<file path="src/rtl/multi_proxy_controller_pkg.sv">
// Shared state encoding and proxy settings constants for multi_proxy_controller.
package mpc_pkg;

  typedef enum logic [2:0] {
    IDLE    = 3'd0,
    SCAN    = 3'd1,
    LOAD1   = 3'd2,
    LOAD2   = 3'd3,
    COMPUTE = 3'd4
  } mpc_state_e;

  localparam logic [2:0] SETTINGS_IDLE   = 3'b000;
  localparam logic [2:0] SETTINGS_LOAD   = 3'b001;
  localparam logic [2:0] SETTINGS_MATMUL = 3'b110;

  function automatic logic is_busy(input mpc_state_e st);
    return (st == SCAN) || (st == LOAD1) || (st == LOAD2);
  endfunction

endpackage

</file>
<file path="src/rtl/multi_proxy_controller_priority_encoder.sv">
// Lowest-set-bit priority encoder; valid is high when any input bit is set.
module priority_encoder #(
  parameter  int INPUT_WIDTH = 4,
  localparam int IW = (INPUT_WIDTH > 1) ? $clog2(INPUT_WIDTH) : 1
) (
  input  logic [INPUT_WIDTH-1:0] in_vec,
  output logic [IW-1:0]          idx,
  output logic                   valid
);

  // Scan from the top so the lowest set bit is the last one to win
  always_comb begin
    idx   = '0;
    valid = |in_vec;
    for (int i = INPUT_WIDTH - 1; i >= 0; i--) begin
      idx = in_vec[i] ? IW'(i) : idx;
    end
  end

endmodule

</file>
<file path="src/rtl/multi_proxy_controller.sv">
// Per-column BISR controller: maps faulty rows onto proxy slots and sequences their weight loads.
// Optional fault_count output is enabled by defining MPC_FAULT_COUNT_EN.
module multi_proxy_controller
  import mpc_pkg::*;
#(
  parameter  int ROWS        = 4,
  parameter  int COL_IDX     = 0,
  parameter  int WORD_SIZE   = 16,
  parameter  int NUM_PROXIES = 2,
  localparam int RW = (ROWS > 1) ? $clog2(ROWS) : 1,
  localparam int PW = (NUM_PROXIES > 1) ? $clog2(NUM_PROXIES) : 1
) (
  input  logic                           clk,
  input  logic                           rst,
  input  logic                           stw_complete,
  input  logic [ROWS-1:0]                stw_result_mat,
  input  logic                           matmul_mode,
  input  logic                           weights_reload,
  input  logic [WORD_SIZE-1:0]           fpe_in_weight,
  input  logic [NUM_PROXIES*WORD_SIZE-1:0] rcm_left_in,
  output logic [RW-1:0]                  fpe_idx_sel,
  output logic [ROWS-1:0]                proxy_en,
  output logic [NUM_PROXIES-1:0]         slot_valid,
  output logic [NUM_PROXIES*RW-1:0]      slot_row,
  output logic [NUM_PROXIES*WORD_SIZE-1:0] fpe_weight,
  output logic [NUM_PROXIES-1:0]         load_proxy,
  output logic                           proxy_matmul,
  output logic [2:0]                     proxy_settings,
  output logic [NUM_PROXIES*WORD_SIZE-1:0] proxy_left_in,
  output logic [NUM_PROXIES-1:0]         proxy_out_valid,
  output logic                           fault_detected,
  output logic                           fault_overflow,
  output logic                           busy
`ifdef MPC_FAULT_COUNT_EN
  ,
  output logic [RW:0]                    fault_count
`endif
);

  localparam logic [PW-1:0] LAST_SLOT = PW'(NUM_PROXIES - 1);

  if (NUM_PROXIES < 1 || NUM_PROXIES > ROWS || COL_IDX < 0) begin : g_bad_params
    $error("multi_proxy_controller: NUM_PROXIES must be 1..ROWS and COL_IDX non-negative");
  end

  mpc_state_e                     state_r, state_nxt_s;
  logic [ROWS-1:0]                fault_mask_r, fault_mask_nxt_s;
  logic [ROWS-1:0]                rem_mask_r, rem_mask_nxt_s;
  logic [PW-1:0]                  slot_ptr_r, slot_ptr_nxt_s;
  logic [RW-1:0]                  fpe_idx_sel_r, fpe_idx_sel_nxt_s;
  logic [NUM_PROXIES-1:0]         slot_valid_r, slot_valid_nxt_s;
  logic [NUM_PROXIES*RW-1:0]      slot_row_r, slot_row_nxt_s;
  logic [NUM_PROXIES*WORD_SIZE-1:0] fpe_weight_r, fpe_weight_nxt_s;
  logic [NUM_PROXIES-1:0]         load_proxy_r, load_proxy_nxt_s;
  logic                           proxy_matmul_r, proxy_matmul_nxt_s;
  logic [2:0]                     proxy_settings_r, proxy_settings_nxt_s;
  logic                           fault_detected_r, fault_detected_nxt_s;
  logic                           fault_overflow_r, fault_overflow_nxt_s;
  logic [NUM_PROXIES*WORD_SIZE-1:0] proxy_left_in_r;
  logic [NUM_PROXIES-1:0]         proxy_out_valid_r;

  logic [RW-1:0]   pe_idx_s;
  logic            pe_valid_s;
  logic [ROWS-1:0] stw_fault_s;
  logic [ROWS-1:0] row_bit_s;
  logic [ROWS-1:0] rem_left_s;
  logic [ROWS-1:0] proxy_en_s;

  priority_encoder #(.INPUT_WIDTH(ROWS)) u_lowest_fault (
    .in_vec (rem_mask_r),
    .idx    (pe_idx_s),
    .valid  (pe_valid_s)
  );

  assign stw_fault_s = ~stw_result_mat;
  assign row_bit_s   = ROWS'(1) << fpe_idx_sel_r;
  assign rem_left_s  = rem_mask_r & ~row_bit_s;

  // Next-state and next-register values; weights_reload overrides every other event
  always_comb begin
    state_nxt_s          = state_r;
    fault_mask_nxt_s     = fault_mask_r;
    rem_mask_nxt_s       = rem_mask_r;
    slot_ptr_nxt_s       = slot_ptr_r;
    fpe_idx_sel_nxt_s    = fpe_idx_sel_r;
    slot_valid_nxt_s     = slot_valid_r;
    slot_row_nxt_s       = slot_row_r;
    fpe_weight_nxt_s     = fpe_weight_r;
    load_proxy_nxt_s     = load_proxy_r;
    proxy_matmul_nxt_s   = proxy_matmul_r;
    proxy_settings_nxt_s = proxy_settings_r;
    fault_detected_nxt_s = |fault_mask_r;
    fault_overflow_nxt_s = fault_overflow_r;
    if (weights_reload) begin
      state_nxt_s          = IDLE;
      fault_mask_nxt_s     = '0;
      rem_mask_nxt_s       = '0;
      slot_ptr_nxt_s       = '0;
      fpe_idx_sel_nxt_s    = '0;
      slot_valid_nxt_s     = '0;
      slot_row_nxt_s       = '0;
      fpe_weight_nxt_s     = '0;
      load_proxy_nxt_s     = '0;
      proxy_matmul_nxt_s   = 1'b0;
      proxy_settings_nxt_s = SETTINGS_IDLE;
      fault_detected_nxt_s = 1'b0;
      fault_overflow_nxt_s = 1'b0;
    end else begin
      case (state_r)
        IDLE: begin
          if (stw_complete) begin
            fault_mask_nxt_s     = stw_fault_s;
            rem_mask_nxt_s       = stw_fault_s;
            slot_ptr_nxt_s       = '0;
            fault_detected_nxt_s = |stw_fault_s;
            state_nxt_s          = (|stw_fault_s) ? SCAN : IDLE;
          end else begin
            state_nxt_s = IDLE;
          end
        end
        SCAN: begin
          if (pe_valid_s) begin
            fpe_idx_sel_nxt_s                    = pe_idx_s;
            slot_row_nxt_s[slot_ptr_r*RW +: RW]  = pe_idx_s;
            slot_valid_nxt_s[slot_ptr_r]         = 1'b1;
            load_proxy_nxt_s                     = '0;
            state_nxt_s                          = LOAD1;
          end else begin
            state_nxt_s = COMPUTE;
          end
        end
        LOAD1: begin
          fpe_weight_nxt_s[slot_ptr_r*WORD_SIZE +: WORD_SIZE] = fpe_in_weight;
          load_proxy_nxt_s[slot_ptr_r]                        = 1'b1;
          proxy_settings_nxt_s                                = SETTINGS_LOAD;
          state_nxt_s                                         = LOAD2;
        end
        LOAD2: begin
          fpe_weight_nxt_s[slot_ptr_r*WORD_SIZE +: WORD_SIZE] = fpe_in_weight;
          rem_mask_nxt_s                                      = rem_left_s;
          if (!(|rem_left_s)) begin
            state_nxt_s = COMPUTE;
          end else if (slot_ptr_r != LAST_SLOT) begin
            slot_ptr_nxt_s = slot_ptr_r + PW'(1);
            state_nxt_s    = SCAN;
          end else begin
            fault_overflow_nxt_s = 1'b1;
            state_nxt_s          = COMPUTE;
          end
        end
        COMPUTE: begin
          load_proxy_nxt_s     = '0;
          fpe_weight_nxt_s     = '0;
          proxy_settings_nxt_s = SETTINGS_MATMUL;
          proxy_matmul_nxt_s   = matmul_mode;
          state_nxt_s          = COMPUTE;
        end
        default: begin
          state_nxt_s = IDLE;
        end
      endcase
    end
  end

  // Control and per-slot register state
  always_ff @(posedge clk) begin
    if (rst) begin
      state_r          <= IDLE;
      fault_mask_r     <= '0;
      rem_mask_r       <= '0;
      slot_ptr_r       <= '0;
      fpe_idx_sel_r    <= '0;
      slot_valid_r     <= '0;
      slot_row_r       <= '0;
      fpe_weight_r     <= '0;
      load_proxy_r     <= '0;
      proxy_matmul_r   <= 1'b0;
      proxy_settings_r <= SETTINGS_IDLE;
      fault_detected_r <= 1'b0;
      fault_overflow_r <= 1'b0;
    end else begin
      state_r          <= state_nxt_s;
      fault_mask_r     <= fault_mask_nxt_s;
      rem_mask_r       <= rem_mask_nxt_s;
      slot_ptr_r       <= slot_ptr_nxt_s;
      fpe_idx_sel_r    <= fpe_idx_sel_nxt_s;
      slot_valid_r     <= slot_valid_nxt_s;
      slot_row_r       <= slot_row_nxt_s;
      fpe_weight_r     <= fpe_weight_nxt_s;
      load_proxy_r     <= load_proxy_nxt_s;
      proxy_matmul_r   <= proxy_matmul_nxt_s;
      proxy_settings_r <= proxy_settings_nxt_s;
      fault_detected_r <= fault_detected_nxt_s;
      fault_overflow_r <= fault_overflow_nxt_s;
    end
  end

  // Recompute operand staging; a result is valid only for a live slot with a non-zero operand
  always_ff @(posedge clk) begin
    if (rst) begin
      proxy_left_in_r   <= '0;
      proxy_out_valid_r <= '0;
    end else begin
      for (int s = 0; s < NUM_PROXIES; s++) begin
        proxy_left_in_r[s*WORD_SIZE +: WORD_SIZE] <=
          slot_valid_r[s] ? rcm_left_in[s*WORD_SIZE +: WORD_SIZE] : '0;
        proxy_out_valid_r[s] <= slot_valid_r[s] & proxy_matmul_r &
                                (proxy_left_in_r[s*WORD_SIZE +: WORD_SIZE] != '0);
      end
    end
  end

  // Row enables are the union of the one-hot rows of all live slots
  always_comb begin
    proxy_en_s = '0;
    for (int s = 0; s < NUM_PROXIES; s++) begin
      proxy_en_s = proxy_en_s |
                   ({ROWS{slot_valid_r[s]}} & (ROWS'(1) << slot_row_r[s*RW +: RW]));
    end
  end

`ifdef MPC_FAULT_COUNT_EN
  logic [RW:0] fault_count_r;
  logic [RW:0] fault_pop_s;

  // Popcount of the latched fault mask
  always_comb begin
    fault_pop_s = '0;
    for (int r = 0; r < ROWS; r++) begin
      fault_pop_s = fault_pop_s + (RW+1)'(fault_mask_r[r]);
    end
  end

  // Fault count lags the mask latch by one cycle
  always_ff @(posedge clk) begin
    if (rst) begin
      fault_count_r <= '0;
    end else if (weights_reload) begin
      fault_count_r <= '0;
    end else begin
      fault_count_r <= fault_pop_s;
    end
  end

  assign fault_count = fault_count_r;
`endif

  assign fpe_idx_sel     = fpe_idx_sel_r;
  assign proxy_en        = proxy_en_s;
  assign slot_valid      = slot_valid_r;
  assign slot_row        = slot_row_r;
  assign fpe_weight      = fpe_weight_r;
  assign load_proxy      = load_proxy_r;
  assign proxy_matmul    = proxy_matmul_r;
  assign proxy_settings  = proxy_settings_r;
  assign proxy_left_in   = proxy_left_in_r;
  assign proxy_out_valid = proxy_out_valid_r;
  assign fault_detected  = fault_detected_r;
  assign fault_overflow  = fault_overflow_r;
  assign busy            = is_busy(state_r);

endmodule

</file>
<file path="config.mk">
export PLATFORM = sky130hd
export DESIGN_NAME = multi_proxy_controller
export DESIGN_NICKNAME = d
export VERILOG_FILES = /design/src/rtl/multi_proxy_controller_pkg.sv /design/src/rtl/multi_proxy_controller_priority_encoder.sv /design/src/rtl/multi_proxy_controller.sv
export SDC_FILE = /design/constraint.sdc
export NUM_CORES = 1
export LEC_CHECK = 0
export CAP_MARGIN = 5
export CORE_AREA = 8 8 96 98
export CTS_BUF_LIST = sky130_fd_sc_hd__clkbuf_16
export CTS_CLUSTER_SIZE = 20
export DETAILED_ROUTE_END_ITERATION = 12
export DIE_AREA = 0 0 104 106
export MAX_ROUTING_LAYER = met4
export PLACE_DENSITY = 0.83
export SLEW_MARGIN = 10
export SYNTH_ARGS = -nofsm -noshare
export SYNTH_HDL_FRONTEND = slang
export SYNTH_SLANG_ARGS = --single-unit
</file>
<file path="constraint.sdc">
create_clock -name clk -period 4.6 [get_ports clk]
set_input_delay 1.38 -clock clk [delete_from_list [all_inputs] [get_ports clk]]
set_output_delay 1.38 -clock clk [all_outputs]
set_load 0.02 [all_outputs]
</file>
==> results of run 1 <==
==> area by class of cell <==
class / instances / area (um^2) / area share [%]
Clock buffer: 9 / 225 / 4.42
Sequential cell: 93 / 1860 / 36.5
Tap cell: 105 / 131 / 2.58
Multi-Input combinational cell: 218 / 1360 / 26.7
Clock inverter: 7 / 50.0 / 0.981
Timing Repair Buffer: 145 / 1450 / 28.4
Inverter: 6 / 22.5 / 0.442
==> cell usage in the layout (no fill, tap or decap), drive strengths merged, types with 5 or more instances in the layout <==
master and instances:
nor2 49, inv 7, a211oi 5, nand4 5, o21ai 7, nor4 10
a22oi 32, nand2 13, clkdlybuf4s50 143, dfxtp 93, clkbuf 9, a21oi 17
and2 33, nor2b 5
==> power groups by stage <==
stage / Clock [mW] / Sequential (mW) / Combinational (mW)
after CTS: 0.684 / 0.816 / 0.0978
after global placement: 0 / 0.834 / 0.0957
after global routing: 0.719 / 0.816 / 0.105
after detailed placement: 0 / 0.834 / 0.0969
final: 0.670 / 0.816 / 0.0977
after floorplan: 0 / 0.833 / 0.0364
==> cell families after synthesis <==
| kind of cell | after synthesis | share of synthesized area [%] |
|---|---|---|
| mux | 1 | 0.447 |
| flops | 93 | 55.4 |
| simple gates | 139 | 22.8 |
| buf+inv | 25 | 4.02 |
| compound gates | 78 | 17.3 |
==> metrics by stage <==
stage / utilization (%) / hold WS [ps] / cells / power [mW]
2_1_floorplan: - / 436 / 336 / 0.870
3_3_place_gp: 61.5 / 446 / 567 / 0.930
3_5_place_dp: 61.5 / 454 / 567 / 0.931
4_1_cts: 65.0 / 463 / 583 / 1.60
5_1_grt: 65.0 / 485 / 583 / 1.64
6_report: 65.0 / 465 / 583 / 1.58
==> how the worst min path moves through the flow <==
stage	from	slack, ps	end	cells past startpoint
6_report	fault_mask_r[0]	460	fault_mask_r[0]	2
5_1_grt	fault_mask_r[0]	480	fault_mask_r[0]	2
4_1_cts	fault_mask_r[1]	460	fault_mask_r[1]	2
3_5_place_dp	fault_mask_r[1]	450	fault_mask_r[1]	2
3_3_place_gp	fault_mask_r[0]	450	fault_mask_r[0]	2
2_1_floorplan	fault_mask_r[0]	440	fault_mask_r[0]	2
==> worst register-to-register path, cell delays in order (launching register included) <==
cell and delay (ps):
sky130_fd_sc_hd__dfxtp_1 780, sky130_fd_sc_hd__nor3b_2 90, sky130_fd_sc_hd__buf_4 240, sky130_fd_sc_hd__a21oi_2 720
sky130_fd_sc_hd__a22oi_1 140, sky130_fd_sc_hd__nor2_1 140
==> registers in the layout, indices dropped and copies added, names as in the netlist <==
| name | count |
|---|---|
| fault_overflow | 1 |
| rem_mask_r | 4 |
| load_proxy | 2 |
| fault_mask_r | 4 |
| slot_row | 4 |
| proxy_matmul | 1 |
| fpe_weight | 32 |
| state_r | 3 |
| fault_detected | 1 |
| proxy_left_in | 32 |
| slot_ptr_r | 1 |
| fpe_idx_sel | 2 |
| slot_valid | 2 |
| proxy_settings | 2 |
| proxy_out_valid | 2 |
==> per-layer routing <==
metal | track usage (%) | part of all wire, % | vias to the layer above
li1 | - | - | 1467
met1 | 21.6 | 47 | 1388
met2 | 29.3 | 47 | 118
met3 | 3.99 | 5.1 | 12
met4 | 5.38 | 1.1 | 0
met5 | - | 0 | -
==> metrics.log, run 1 <==
[metrics] DP Area: slightly below 5000 um^2
[metrics] clock tree root buffer cell: sky130_fd_sc_hd__clkbuf_16
[metrics] flip-flop and latch count after synthesis: 93
[metrics] type of the setup path with the least slack: reg2out
[metrics] DRC violations left: 0
[metrics] TritonCTS buffer count: 9
[metrics] start point of the critical path: state_r[1]
[metrics] max-capacitance violation count: 0
[metrics] source-to-sink clock delay at the later pin of the worst-skew pair: 330 ps
[metrics] final worst-path setup slack: 1390 ps
[metrics] clock-pin slew of the registers on the worst-case setup and hold paths: 60 ps
[metrics] largest voltage drop on the vdd net: 0.228 mV
[metrics] clock share of power: 42.3%
[metrics] data required time at the worst endpoint: 3220 ps
[metrics] width of the die: 104 um
[metrics] Mapped Nets: 393
[metrics] Ys Warns: 0
[metrics] DPL Wire Length: 7.34 mm
[metrics] Internal Power: 1.23 mW
[metrics] number of antenna violations at the first check in global routing: 0
[metrics] Ports: 144
[metrics] number of detailed-routing iterations run before antenna repair: 4
[metrics] Final Wtd Congestion: 0.868
[metrics] leading post-synthesis cells by instance count: sky130_fd_sc_hd__dfxtp_1, sky130_fd_sc_hd__nor2_1, sky130_fd_sc_hd__and2_1
[metrics] number of cells on the critical path: 3
[metrics] mean cell area of the mapped netlist: 10.0 um^2
[metrics] fraction of final layout cells with drive strength greater than 1: 7.74%
[metrics] fraction of power spent switching nets: between 20 and 25%
[metrics] maximum number of pins on one net before global-route repair: 32
[metrics] top fanout value on the critical path: 12
[metrics] Fin. Hold Viols: 0
[metrics] critical path, cell by cell: nor2_2 > nor2_1 > clkdlybuf4s50_1
[metrics] routed vias: about 3000
[metrics] maximum clock path buffer count: 2
[metrics] vertical extent of the die: 106 um
[metrics] vias in the first global route: roughly 3100
[metrics] effective utilization at floorplan: 42.8%
[metrics] arrival time worst endpoint: 1830 ps
[metrics] number of distinct standard cells referenced by the synthesized netlist: between 40 and 50
[metrics] Num Clock Sinks: 93
[metrics] hold buffers post-CTS: 0
[metrics] cell depth of the worst flop-to-flop path: 5
[metrics] CTS tree: yes
[metrics] CTS H-tree depth: 3
[metrics] CP top delay family: buffers and inverters
[metrics] most common cell in the synthesized netlist: sky130_fd_sc_hd__dfxtp_1
[metrics] dominant synthesized flop cell: sky130_fd_sc_hd__dfxtp_1
[metrics] area of the mapped netlist: 3360 um^2
[metrics] maximum clock frequency: 0.311 GHz
[metrics] RR Endpoint: fpe_weight[10]
[metrics] share of the synthesized area in the top cell type: 55.4%
[metrics] total power per unit cell area: approximately 310 nW/um^2
[metrics] switching power of the nets: 0.349 mW
[metrics] top cells by area in the synthesized netlist: sky130_fd_sc_hd__dfxtp_1, sky130_fd_sc_hd__and2_1, sky130_fd_sc_hd__a22oi_1, sky130_fd_sc_hd__nor2_1, sky130_fd_sc_hd__a21oi_1
[metrics] Die ar.: 11000 um^2
[metrics] DRT antenna net count: 0
[metrics] largest area contributor in the netlist: sky130_fd_sc_hd__dfxtp_1
[metrics] sum of negative setup slack: 0 ps
[metrics] capturing instance or port of the critical path: busy
[metrics] flop-to-flop setup slack: 2440 ps
[metrics] Critical Path Source Type: flop
[metrics] Layout Nets: 530
[metrics] Cells after Synth: roughly 340
[metrics] drt first-iter violations: 147
[metrics] share of flip-flops with an asynchronous set or reset after synthesis: 0%
[metrics] share of synthesized area occupied by flip-flops and latches: 55.4%
[metrics] total routed wirelength: roughly 10 mm
[metrics] CP max-delay cell: sky130_fd_sc_hd__clkdlybuf4s50_1
[metrics] transition time at the pin with the least slew margin: 956 ps
[metrics] post-route cell area: about 5000 um^2
[metrics] Slew headroom: 36.3%
[metrics] post-cts repair resize count: 0
[metrics] per-cell routed wire length: about 17 um
[metrics] global-route wire length before repair: 15.8 mm
[metrics] Worst Path Buf+Inv: 1
[metrics] area growth from synthesis to final layout: 51.8%
[metrics] n_diodes: 0
[metrics] Worst Setup Slack post-DPL: 1590 ps
[metrics] Vias/cell: 5.12
[metrics] Comb pwr share: between 6 and 7%
[metrics] input/output buffers: 143
[metrics] total of fill cells in the finished design: 632
[metrics] number of enable-type register cells in the synthesized netlist: 0
[metrics] portion of the clock cycle consumed by the worst path in the final layout: between 60% and 70%
[metrics] CP endpoint kind: output port
[metrics] max-slew violation total from the final report: 0
[metrics] overall global routing resource usage: roughly 18%
[metrics] Site Rows: 33
[metrics] share of total power in sequential cells: 51.5%
[metrics] grt ovf: 0
[metrics] startpoint of the worst-slack reg-to-reg timing path: state_r[2]
[metrics] Post-CTS Setup Bufs: 0
[metrics] crit-path max cell delay: 630 ps
[metrics] leakage power: 1.80 nW
[metrics] total core area: 7850 um^2
[metrics] minimum clock period: 3210 ps
[metrics] setup repair after global routing missed its margin: no
[metrics] status: complete, no violations
[metrics] Worst Skew: 5.23 ps
[metrics] Tightest Hold Check Type: reg2reg
[metrics] Final setup viols: 0
Power figures use the tool's default switching activity.
==> run 2: changes to the inputs <==
--- a/config.mk
+++ b/config.mk
@@ -6,13 +6,13 @@
 export NUM_CORES = 1
 export LEC_CHECK = 0
 export CAP_MARGIN = 5
-export CORE_AREA = 8 8 96 98
+export CORE_AREA = 8 8 99 101
 export CTS_BUF_LIST = sky130_fd_sc_hd__clkbuf_16
 export CTS_CLUSTER_SIZE = 20
 export DETAILED_ROUTE_END_ITERATION = 12
-export DIE_AREA = 0 0 104 106
+export DIE_AREA = 0 0 107 109
 export MAX_ROUTING_LAYER = met4
-export PLACE_DENSITY = 0.83
+export PLACE_DENSITY = 0.78
 export SLEW_MARGIN = 10
 export SYNTH_ARGS = -nofsm -noshare
 export SYNTH_HDL_FRONTEND = slang
==> constraint.sdc (replaced) <==
create_clock -name clk -period 3 [get_ports clk]
set_input_delay 0.9 -clock clk [delete_from_list [all_inputs] [get_ports clk]]
set_output_delay 0.9 -clock clk [all_outputs]
set_load 0.02 [all_outputs]
==> run 2 against run 1 <==
Effect of this change: routed wire length decreased by 0.82%; sequential power increased by 53%; core utilization decreased by 2.9 points; via count increased by 0.13%; register-to-register slack got worse by 1500 ps; die area increased by 5.8%; clock power increased by 91%; largest power group is now the clock network; highest routed layer unchanged; non-clock buffer count increased by 4; critical path type unchanged; cell area increased by 2.1%; sequential share of layout area decreased by 0.74 points.
==> metrics.log, run 2 (synthesized netlist as in run 1, its figures left out) <==
[metrics] TritonCTS buffer count: 9 (unchanged)
[metrics] CP endpoint kind: output port
[metrics] number of detailed-routing iterations run before antenna repair: 4 (unchanged)
[metrics] CP top delay family: buffers and inverters
[metrics] drt first-iter violations: 153 (+4.1%)
[metrics] clock tree root buffer cell: sky130_fd_sc_hd__clkbuf_16
[metrics] total routed wirelength: 9.67 mm (-0.82%)
[metrics] Met2 Routed Length: 4.45 mm (-2.7%)
[metrics] per-cell routed wire length: 16.4 um (-2.0%)
[metrics] DP Area: 4860 um^2 (+0.70%)
[metrics] leakage power: 1.86 nW (+3.2%)
[metrics] sum of internal, switching and leakage power: 2.68 mW (+69%)
[metrics] CP max-delay cell: sky130_fd_sc_hd__clkdlybuf4s50_1
[metrics] maximum clock path buffer count: 2 (unchanged)
[metrics] Worst Skew: 9.43 ps (+4.20 ps)
[metrics] routed vias: 2989 (+0.13%)
[metrics] status: complete, no violations
[metrics] final worst-path setup slack: 264 ps (-1120 ps)
[metrics] top layer in use: met4
[metrics] RR Endpoint: fpe_weight[8]
[metrics] total power per unit cell area: 515 nW/um^2 (+66%)
[metrics] maximum clock frequency: 0.365 GHz
[metrics] Num Clock Sinks: 93 (unchanged)
[metrics] effective utilization at floorplan: 40.1% (-2.7 points)
[metrics] area growth from synthesis to final layout: 54.9%
[metrics] vias in the first global route: 3086 (-1.4%)
[metrics] area of the multi-input gates: 1360 um^2 (unchanged)
[metrics] total of fill cells in the finished design: 691 (+9.3%)
[metrics] Final setup viols: 0 (unchanged)
[metrics] grt ovf: 0 (unchanged)
[metrics] Layout Nets: 534 (+0.75%)
[metrics] max-slew violation total from the final report: 0 (unchanged)
[metrics] Fin. Hold Viols: 0 (unchanged)
[metrics] arrival time worst endpoint: 1840 ps (about the same)
[metrics] transition time at the pin with the least slew margin: 922 ps (-34.6 ps)
[metrics] hold-critical path depth: 2 (unchanged)
[metrics] data required time at the worst endpoint: 2100 ps (-1120 ps)
[metrics] input/output buffers: 143 (unchanged)
[metrics] flop-to-flop setup slack: 970 ps (-1470 ps)
[metrics] Vias/cell: 5.07 (-1.1%)
[metrics] largest voltage drop on the vdd net: 0.308 mV (+35%)
[metrics] fraction of final layout cells with drive strength greater than 1: 8.51% (+0.77 points)
[metrics] n_diodes: 0 (unchanged)
[metrics] CTS H-tree depth: 3 (unchanged)
[metrics] cell depth of the worst flop-to-flop path: 5 (unchanged)
[metrics] source-to-sink clock delay at the later pin of the worst-skew pair: 330 ps (about the same)
[metrics] overall global routing resource usage: 17.1% (-0.82 points)
[metrics] post-route cell area: 5210 um^2 (+2.1%)
[metrics] Site Rows: 34 (+3.0%)
[metrics] DPL Wire Length: 7.35 mm (+0.20%)
[metrics] Worst Setup Slack post-DPL: 447 ps (-1140 ps)
[metrics] vertical extent of the die: 109 um (+2.8%)
[metrics] Critical Path Source Type: flop
[metrics] Reg area: 1860 um^2 (unchanged)
[metrics] maximum number of pins on one net before global-route repair: 31 (-3.1%)
[metrics] Worst Path Buf+Inv: 1 (unchanged)
[metrics] Ports: 144 (unchanged)
[metrics] Min-Delay Endpoint: fault_mask_r[1]
[metrics] critical path, cell by cell: nor2_2 > nor2_1 > clkdlybuf4s50_1
[metrics] portion of the clock cycle consumed by the worst path in the final layout: 91.2%
[metrics] global-route wire length before repair: 15.5 mm (-2.2%)
[metrics] minimum clock period: 2740 ps
[metrics] top fanout value on the critical path: 12 (unchanged)
[metrics] Post-CTS Setup Bufs: 0 (unchanged)
[metrics] clock-pin slew of the registers on the worst-case setup and hold paths: 60 ps (about the same)
[metrics] startpoint of the worst-slack reg-to-reg timing path: slot_ptr_r
[metrics] metal3 WL: 780 um (+57%)
[metrics] most common library cell in the layout ignoring fill and taps: sky130_fd_sc_hd__clkdlybuf4s50_1
[metrics] setup repair after global routing missed its margin: no
[metrics] Min-Delay Startpoint: fault_mask_r[1]
[metrics] hold buffers post-CTS: 0 (unchanged)
[metrics] type of the setup path with the least slack: reg2out
[metrics] wire length on met1: 4.39 mm (-4.0%)
[metrics] CTS tree: yes
[metrics] Slew headroom: 38.6% (+2.3 points)
[metrics] number of antenna violations at the first check in global routing: 0 (unchanged)
[metrics] DRC violations left: 0 (unchanged)
[metrics] width of the die: 107 um (+2.9%)
[metrics] Die ar.: 11700 um^2 (+5.8%)
[metrics] most frequent cells in the layout: sky130_fd_sc_hd__clkdlybuf4s50_1, sky130_fd_sc_hd__dfxtp_1, sky130_fd_sc_hd__nor2_1, sky130_fd_sc_hd__and2_1, sky130_fd_sc_hd__a22oi_1
[metrics] crit-path max cell delay: 640 ps (about the same)
[metrics] Tightest Hold Check Type: reg2reg
[metrics] Final Wtd Congestion: 0.821 (-5.3%)
[metrics] max-capacitance violation count: 0 (unchanged)
[metrics] post-cts repair resize count: 0 (unchanged)
[metrics] sum of negative setup slack: 0 ps (unchanged)
[metrics] total core area: 8380 um^2 (+6.8%)
[metrics] DRT antenna net count: 0 (unchanged)
[run 2: cell types whose count changed in the layout (fill, tap and decap cells not counted)]
cell	previous run	this run
sky130_fd_sc_hd__inv_8	0	1
sky130_fd_sc_hd__clkinv_4	2	0
sky130_fd_sc_hd__clkinvlp_4	2	1
sky130_fd_sc_hd__clkinv_2	1	0
sky130_fd_sc_hd__bufinv_16	0	3
sky130_fd_sc_hd__buf_4	2	6
[run 2: final cells by class]
class                           count  share of cell area (%)
Sequential cell                    93                    35.8
Timing Repair Buffer              149                    28.4
Multi-Input combinational cell    218                    26.2
Clock buffer                        9                    4.33
Tap cell                          108                    2.60
Clock inverter                      7                    2.33
Inverter                            6                   0.433
[run 2: how the worst max path moves through the flow]
stage,from,end,cells past startpoint
after floorplan,slot_valid[0],proxy_en[0],2
after global placement,rst,fpe_weight[4],4
after detailed placement,rst,fpe_weight[12],4
after CTS,state_r[1],busy,3
after global routing,state_r[1],busy,3
final,state_r[1],busy,3
[run 2: metrics by stage]
stage	util, %	std cells	hold WS (ps)
floorplan	-	336	436
global placement	58.0	574	450
detailed placement	58.0	574	469
CTS	62.1	590	480
global route	62.1	590	519
finish	62.1	590	477
[run 2: metal layers]
metal,GRT usage (%),up-vias
li1,-,1473
met1,20.3,1389
met2,26.9,123
met3,5.44,4
met4,5.33,0
met5,-,-
[run 2: worst reg2reg max path: stages, from the launching register on]
cell and delay [ps]:
sky130_fd_sc_hd__dfxtp_1 630, sky130_fd_sc_hd__nor3b_2 110, sky130_fd_sc_hd__buf_4 230, sky130_fd_sc_hd__a21oi_2 700, sky130_fd_sc_hd__a22oi_1 150, sky130_fd_sc_hd__nor2_1 150
[run 2: report_power, final]
part	total [mW]	switching [mW]	internal (mW)
clock network	1.28	0.458	0.820
logic	0.152	0.0632	0.0890
registers	1.25	0.00808	1.24
